### src/rtl/shift_reg_univ.sv
// Universal WIDTH-bit register: hold, shift L/R, load, clear, set, with a saturating shift counter and done pulse.
// Build option: define ROTATE_EN to turn modes 110/111 into rotates; otherwise they hold.
module shift_reg_univ #(
   parameter int unsigned     WIDTH     = 8,
   parameter logic [WIDTH-1:0] RESET_VAL = '0
) (
   input  logic                       clk,
   input  logic                       rstn,
   input  logic                       en,
   input  logic [2:0]                 mode,
   input  logic [WIDTH-1:0]           d,
   input  logic                       sin_l,
   input  logic                       sin_r,
   output logic [WIDTH-1:0]           q,
   output logic [WIDTH-1:0]           qbar,
   output logic                       sout_msb,
   output logic                       sout_lsb,
   output logic [$clog2(WIDTH+1)-1:0] cnt,
   output logic                       done
);

   localparam int unsigned CW = $clog2(WIDTH + 1);

   localparam logic [2:0] MODE_HOLD = 3'b000;
   localparam logic [2:0] MODE_SHL  = 3'b001;
   localparam logic [2:0] MODE_SHR  = 3'b010;
   localparam logic [2:0] MODE_LOAD = 3'b011;
   localparam logic [2:0] MODE_CLR  = 3'b100;
   localparam logic [2:0] MODE_SET  = 3'b101;
   localparam logic [2:0] MODE_ROTL = 3'b110;
   localparam logic [2:0] MODE_ROTR = 3'b111;

   logic [WIDTH-1:0] r_q;
   logic [CW-1:0]    r_cnt;
   logic             r_done;

   logic [WIDTH-1:0] w_q_nxt;
   logic             w_shift;
   logic             w_cnt_clr;

   // Next-value select; every path is built from registered q only.
   always_comb begin
      w_q_nxt   = r_q;
      w_shift   = 1'b0;
      w_cnt_clr = 1'b0;
      case (mode)
         MODE_HOLD: w_q_nxt = r_q;
         MODE_SHL: begin
            w_q_nxt = {r_q[WIDTH-2:0], sin_r};
            w_shift = 1'b1;
         end
         MODE_SHR: begin
            w_q_nxt = {sin_l, r_q[WIDTH-1:1]};
            w_shift = 1'b1;
         end
         MODE_LOAD: begin
            w_q_nxt   = d;
            w_cnt_clr = 1'b1;
         end
         MODE_CLR: begin
            w_q_nxt   = '0;
            w_cnt_clr = 1'b1;
         end
         MODE_SET: begin
            w_q_nxt   = '1;
            w_cnt_clr = 1'b1;
         end
`ifdef ROTATE_EN
         MODE_ROTL: begin
            w_q_nxt = {r_q[WIDTH-2:0], r_q[WIDTH-1]};
            w_shift = 1'b1;
         end
         MODE_ROTR: begin
            w_q_nxt = {r_q[0], r_q[WIDTH-1:1]};
            w_shift = 1'b1;
         end
`else
         MODE_ROTL, MODE_ROTR: w_q_nxt = r_q;
`endif
         default: w_q_nxt = r_q;
      endcase
   end

   // State update; done marks the shift that completes a full word.
   always_ff @(posedge clk) begin
      if (!rstn) begin
         r_q    <= RESET_VAL;
         r_cnt  <= '0;
         r_done <= 1'b0;
      end else if (!en) begin
         r_done <= 1'b0;
      end else begin
         r_q    <= w_q_nxt;
         r_done <= w_shift && (r_cnt == CW'(WIDTH - 1));
         if (w_cnt_clr)
            r_cnt <= '0;
         else if (w_shift && (r_cnt != CW'(WIDTH)))
            r_cnt <= r_cnt + CW'(1);
      end
   end

   assign q        = r_q;
   assign qbar     = ~r_q;
   assign sout_msb = r_q[WIDTH-1];
   assign sout_lsb = r_q[0];
   assign cnt      = r_cnt;
   assign done     = r_done;

endmodule

### config.mk
export PLATFORM = sky130hd
export DESIGN_NAME = shift_reg_univ
export DESIGN_NICKNAME = d
export VERILOG_FILES = /design/src/rtl/shift_reg_univ.sv
export SDC_FILE = /design/constraint.sdc
export NUM_CORES = 1
export LEC_CHECK = 0
export CAP_MARGIN = 20
export CORE_ASPECT_RATIO = 1.5
export CORE_MARGIN = 2
export CORE_UTILIZATION = 25
export CTS_CLUSTER_SIZE = 10
export DETAILED_ROUTE_END_ITERATION = 7
export SYNTH_ARGS = -nofsm -noshare
export SYNTH_HDL_FRONTEND = slang
export SYNTH_SLANG_ARGS = --single-unit
### constraint.sdc
create_clock -name clk -period 1.3 [get_ports clk]
set_input_delay 0.13 -clock clk [delete_from_list [all_inputs] [get_ports clk]]
set_output_delay 0.13 -clock clk [all_outputs]
set_load 0.05 [all_outputs]
==> impl_metrics.yaml <==
run_status:
  status: "finished, final reports clean"
critical_path:
  critical_path_depth: 5
  path_delay_family: "simple AND/OR/NAND/NOR gates"
  critPathCapture: "cnt[1]$_SDFFE_PN0P_"
  critPathCaptureType: "register"
  reg2reg_to: "cnt[1]$_SDFFE_PN0P_"
  required_ps: 1440
  cp-start-kind: "register"
  cp_num_buf_inv: 1
  rr_worst_depth: 5
  regToRegSetupSlack_ps: 40
  crit_type: "register to register"
  rr_startpoint: "cnt[1]$_SDFFE_PN0P_"
  path_cells: "inv_2 > ha_4 > nand4_1 > and4_1 > o21a_1"
  arrival_ps: 1400
  critical_path.max_stage_delay_ps: 340
  cp_max_fo: 4
  startpoint: "cnt[1]$_SDFFE_PN0P_"
  crit_slowest_cell: "dfxtp_4"
yosys:
  netlist.top_cell.by_area: "dfxtp_1"
  seq_area_frac_synth_pct: 30.2
  synth_top_area_share_pct: 30.2
  postSynthAreaPerCell_sq_um: 7.50
  yosys_most_used_dff: "dfxtp_1"
  synth.area.top_cells: "dfxtp_1 30%, o21ai_0 9.9%, inv_1 8.3%, a2bb2oi_1 8.1%, a31oi_1 5.8%"
  synth_edf_count: 0
  synthesis.area_sq_um: 862
  syn_inst: 115
  yosysMostFrequentCell: "inv_1"
  synth_commonest_cells: "19 x inv_1, 17 x o21ai_0, 13 x dfxtp_1"
  synth.net_count: 133
  ys_warn_count: 0
  ys_types: 31
  synth_seq_cells: 13
  async_flop_share_pct: 0
pwr:
  netSwitchingFraction_pct: 35.2
  p_switching_mw: 0.519
  p_per_area_mw_per_mm2: 891
  p_leak_nw: 0.692
  p_seq_share_pct: 31.6
  combPwrFrac_pct: 44.0
  p_int_mw: 0.956
  vdd_drop_max_uv: 394
  p_clk_share_pct: 24.3
place:
  routabilityCongestion: 0.845
  dp_hpwl_um: 2210
  numPortBuffers: 38
  placed_area_sq_mm: 0.00158
clock_tree:
  clock_sinks: 13
  cts_tree: "yes"
  path_clk_slew_ps: 50
  cts_buffer_depth: 2
  clk_latency_ps: 250
  cts_buffers: 3
  htreeDepth: 1
  cts_hold_buffers: 0
  cts-root-buf: "clkbuf_8"
finish:
  nNetsFinal: 181
  syn_to_final_growth_pct: 92.0
  fillers: 333
  fin_area_sq_mm: 0.00166
  drive_gt1_share_pct: 32.7
  n_antenna_cell: 0
flow_run:
  drv_cap: 0
timing:
  finalSetupViolations: 0
  max_slew_margin_pct: 78.7
  skew_ps: 1.19
  maxSlewViolCount: 0
  period_share_pct: 96.8
  hold_viol: 0
  setup-tns-final_ps: 0
  fmax_mhz: 794
  layout_min_cycle_time_ps: 1260
  rsz0062_at_grt: "false"
  tightestPinTransition_ps: 319
min_path:
  hp-start: "sin_r"
  holdPathStages: 3
  hold_class: "input port to register"
detailed_routing:
  wl_per_cell_um: 13.9
  vias_per_cell: 5.00
  vias: 1020
  ant_nets: 0
  drc: 0
  dr.pass1.iters: 4
  drt_iter0_drc: 17
  routed_wl_um: 2840
global_route:
  grt_max_degree: 11
  grt_pass1_vias: 1002
  track_usage_pct: 14.9
  grt_remaining_overflow: 0
  grt_pass1_wl_um: 4520
  antenna_found_initial: 0
floorplanning:
  design.portCount: 39
  die_w_um: 51.9
  initial_core_util_pct: 25.7
  core_sq_mm: 0.00335
  num_rows: 26
  dieArea_sq_mm: 0.00394
  die_h_um: 75.9
how the worst min path moves through the flow:
stage                                endpoint  slack [ps]
after floorplan             q[0]$_SDFFE_PN0P_         270
after global placement    cnt[3]$_SDFFE_PN0P_         520
after detailed placement  cnt[3]$_SDFFE_PN0P_         520
after CTS                   q[0]$_SDFFE_PN0P_         470
after global routing        q[0]$_SDFFE_PN0P_         470
final                       q[0]$_SDFFE_PN0P_         470
metal layers:
layer,vias up,global-route usage [%],share of wire (%)
li1,496,-,-
met1,485,15.6,35
met2,30,26.6,57
met3,9,2.17,4.2
met4,0,8.68,3.1
met5,-,0,0
sequential cells by signal (all words and copies together) (netlist names):
signal	flops
done	1
cnt	4
q	8
layout make-up:
| class | count | area (sq um) | area share, % |
|---|---|---|---|
| clock buffers | 4 | 45.0 | 2.72 |
| inverters | 19 | 73.8 | 4.46 |
| multi-input cells | 75 | 509 | 30.8 |
| flip-flops and latches | 13 | 270 | 16.3 |
| well taps | 42 | 52.6 | 3.17 |
| repair buffers | 51 | 704 | 42.6 |
cell families after synthesis:
kind of cell    after synthesis  share of synthesized area [%]
fa+ha+maj                     2                           2.90
flops                        13                           30.2
mux                           1                           1.31
compound gates               40                           30.0
buf+inv                      28                           14.8
simple gates                 28                           17.7
xor+xnor                      3                           3.05
timing repair:
| item | CTS | global route |
|---|---|---|
| pin swaps | 4 | 2 |
| buffers inserted | 0 | 0 |
| endpoints found under the hold margin | 0 | 0 |
| gates cloned | 1 | 0 |
| setup endpoints to repair | 12 | 2 |
| resized for setup | 4 | 7 |
metrics by stage:
stage                     utilization (%)  hold WS [ps]  total power, mW  cells  setup WS (ps)
after floorplan                         -           268            0.786    115           1.08
after global placement               47.1           518             1.11    199           -357
after detailed placement             47.1           518             1.12    199           -394
after CTS                            48.7           473             1.48    204           36.0
after global routing                 49.4           472             1.55    204          0.385
final                                49.4           468             1.48    204           41.3
layout by cell type (no fill, tap or decap), types with 2 or more instances in the layout:
master / instances
dfxtp_4: 2
clkdlybuf4s50_1: 12
buf_12: 23
nand2b_1: 2
buf_4: 13
nand3_1: 2
o21ai_0: 17
inv_1: 17
a31oi_1: 8
a2bb2oi_1: 8
dlygate4sd2_1: 3
dfxtp_2: 2
xnor2_1: 2
and4_1: 2
clkbuf_8: 3
nand4_1: 2
nand2_1: 12
dfxtp_1: 9
power groups by stage:
stage	registers [mW]	clock network (mW)	logic [mW]
6_report	0.467	0.359	0.650
5_1_grt	0.474	0.391	0.681
4_1_cts	0.467	0.366	0.645
3_5_place_dp	0.475	0	0.642
3_3_place_gp	0.473	0	0.635
2_1_floorplan	0.539	0	0.247
worst reg2reg max path, cell delays in order (launching register included):
cell and delay, ps:
dfxtp_4 340, inv_2 70, ha_4 120, nand4_1 190, and4_1 270, o21a_1 160
(Power assumes the default switching activity.)
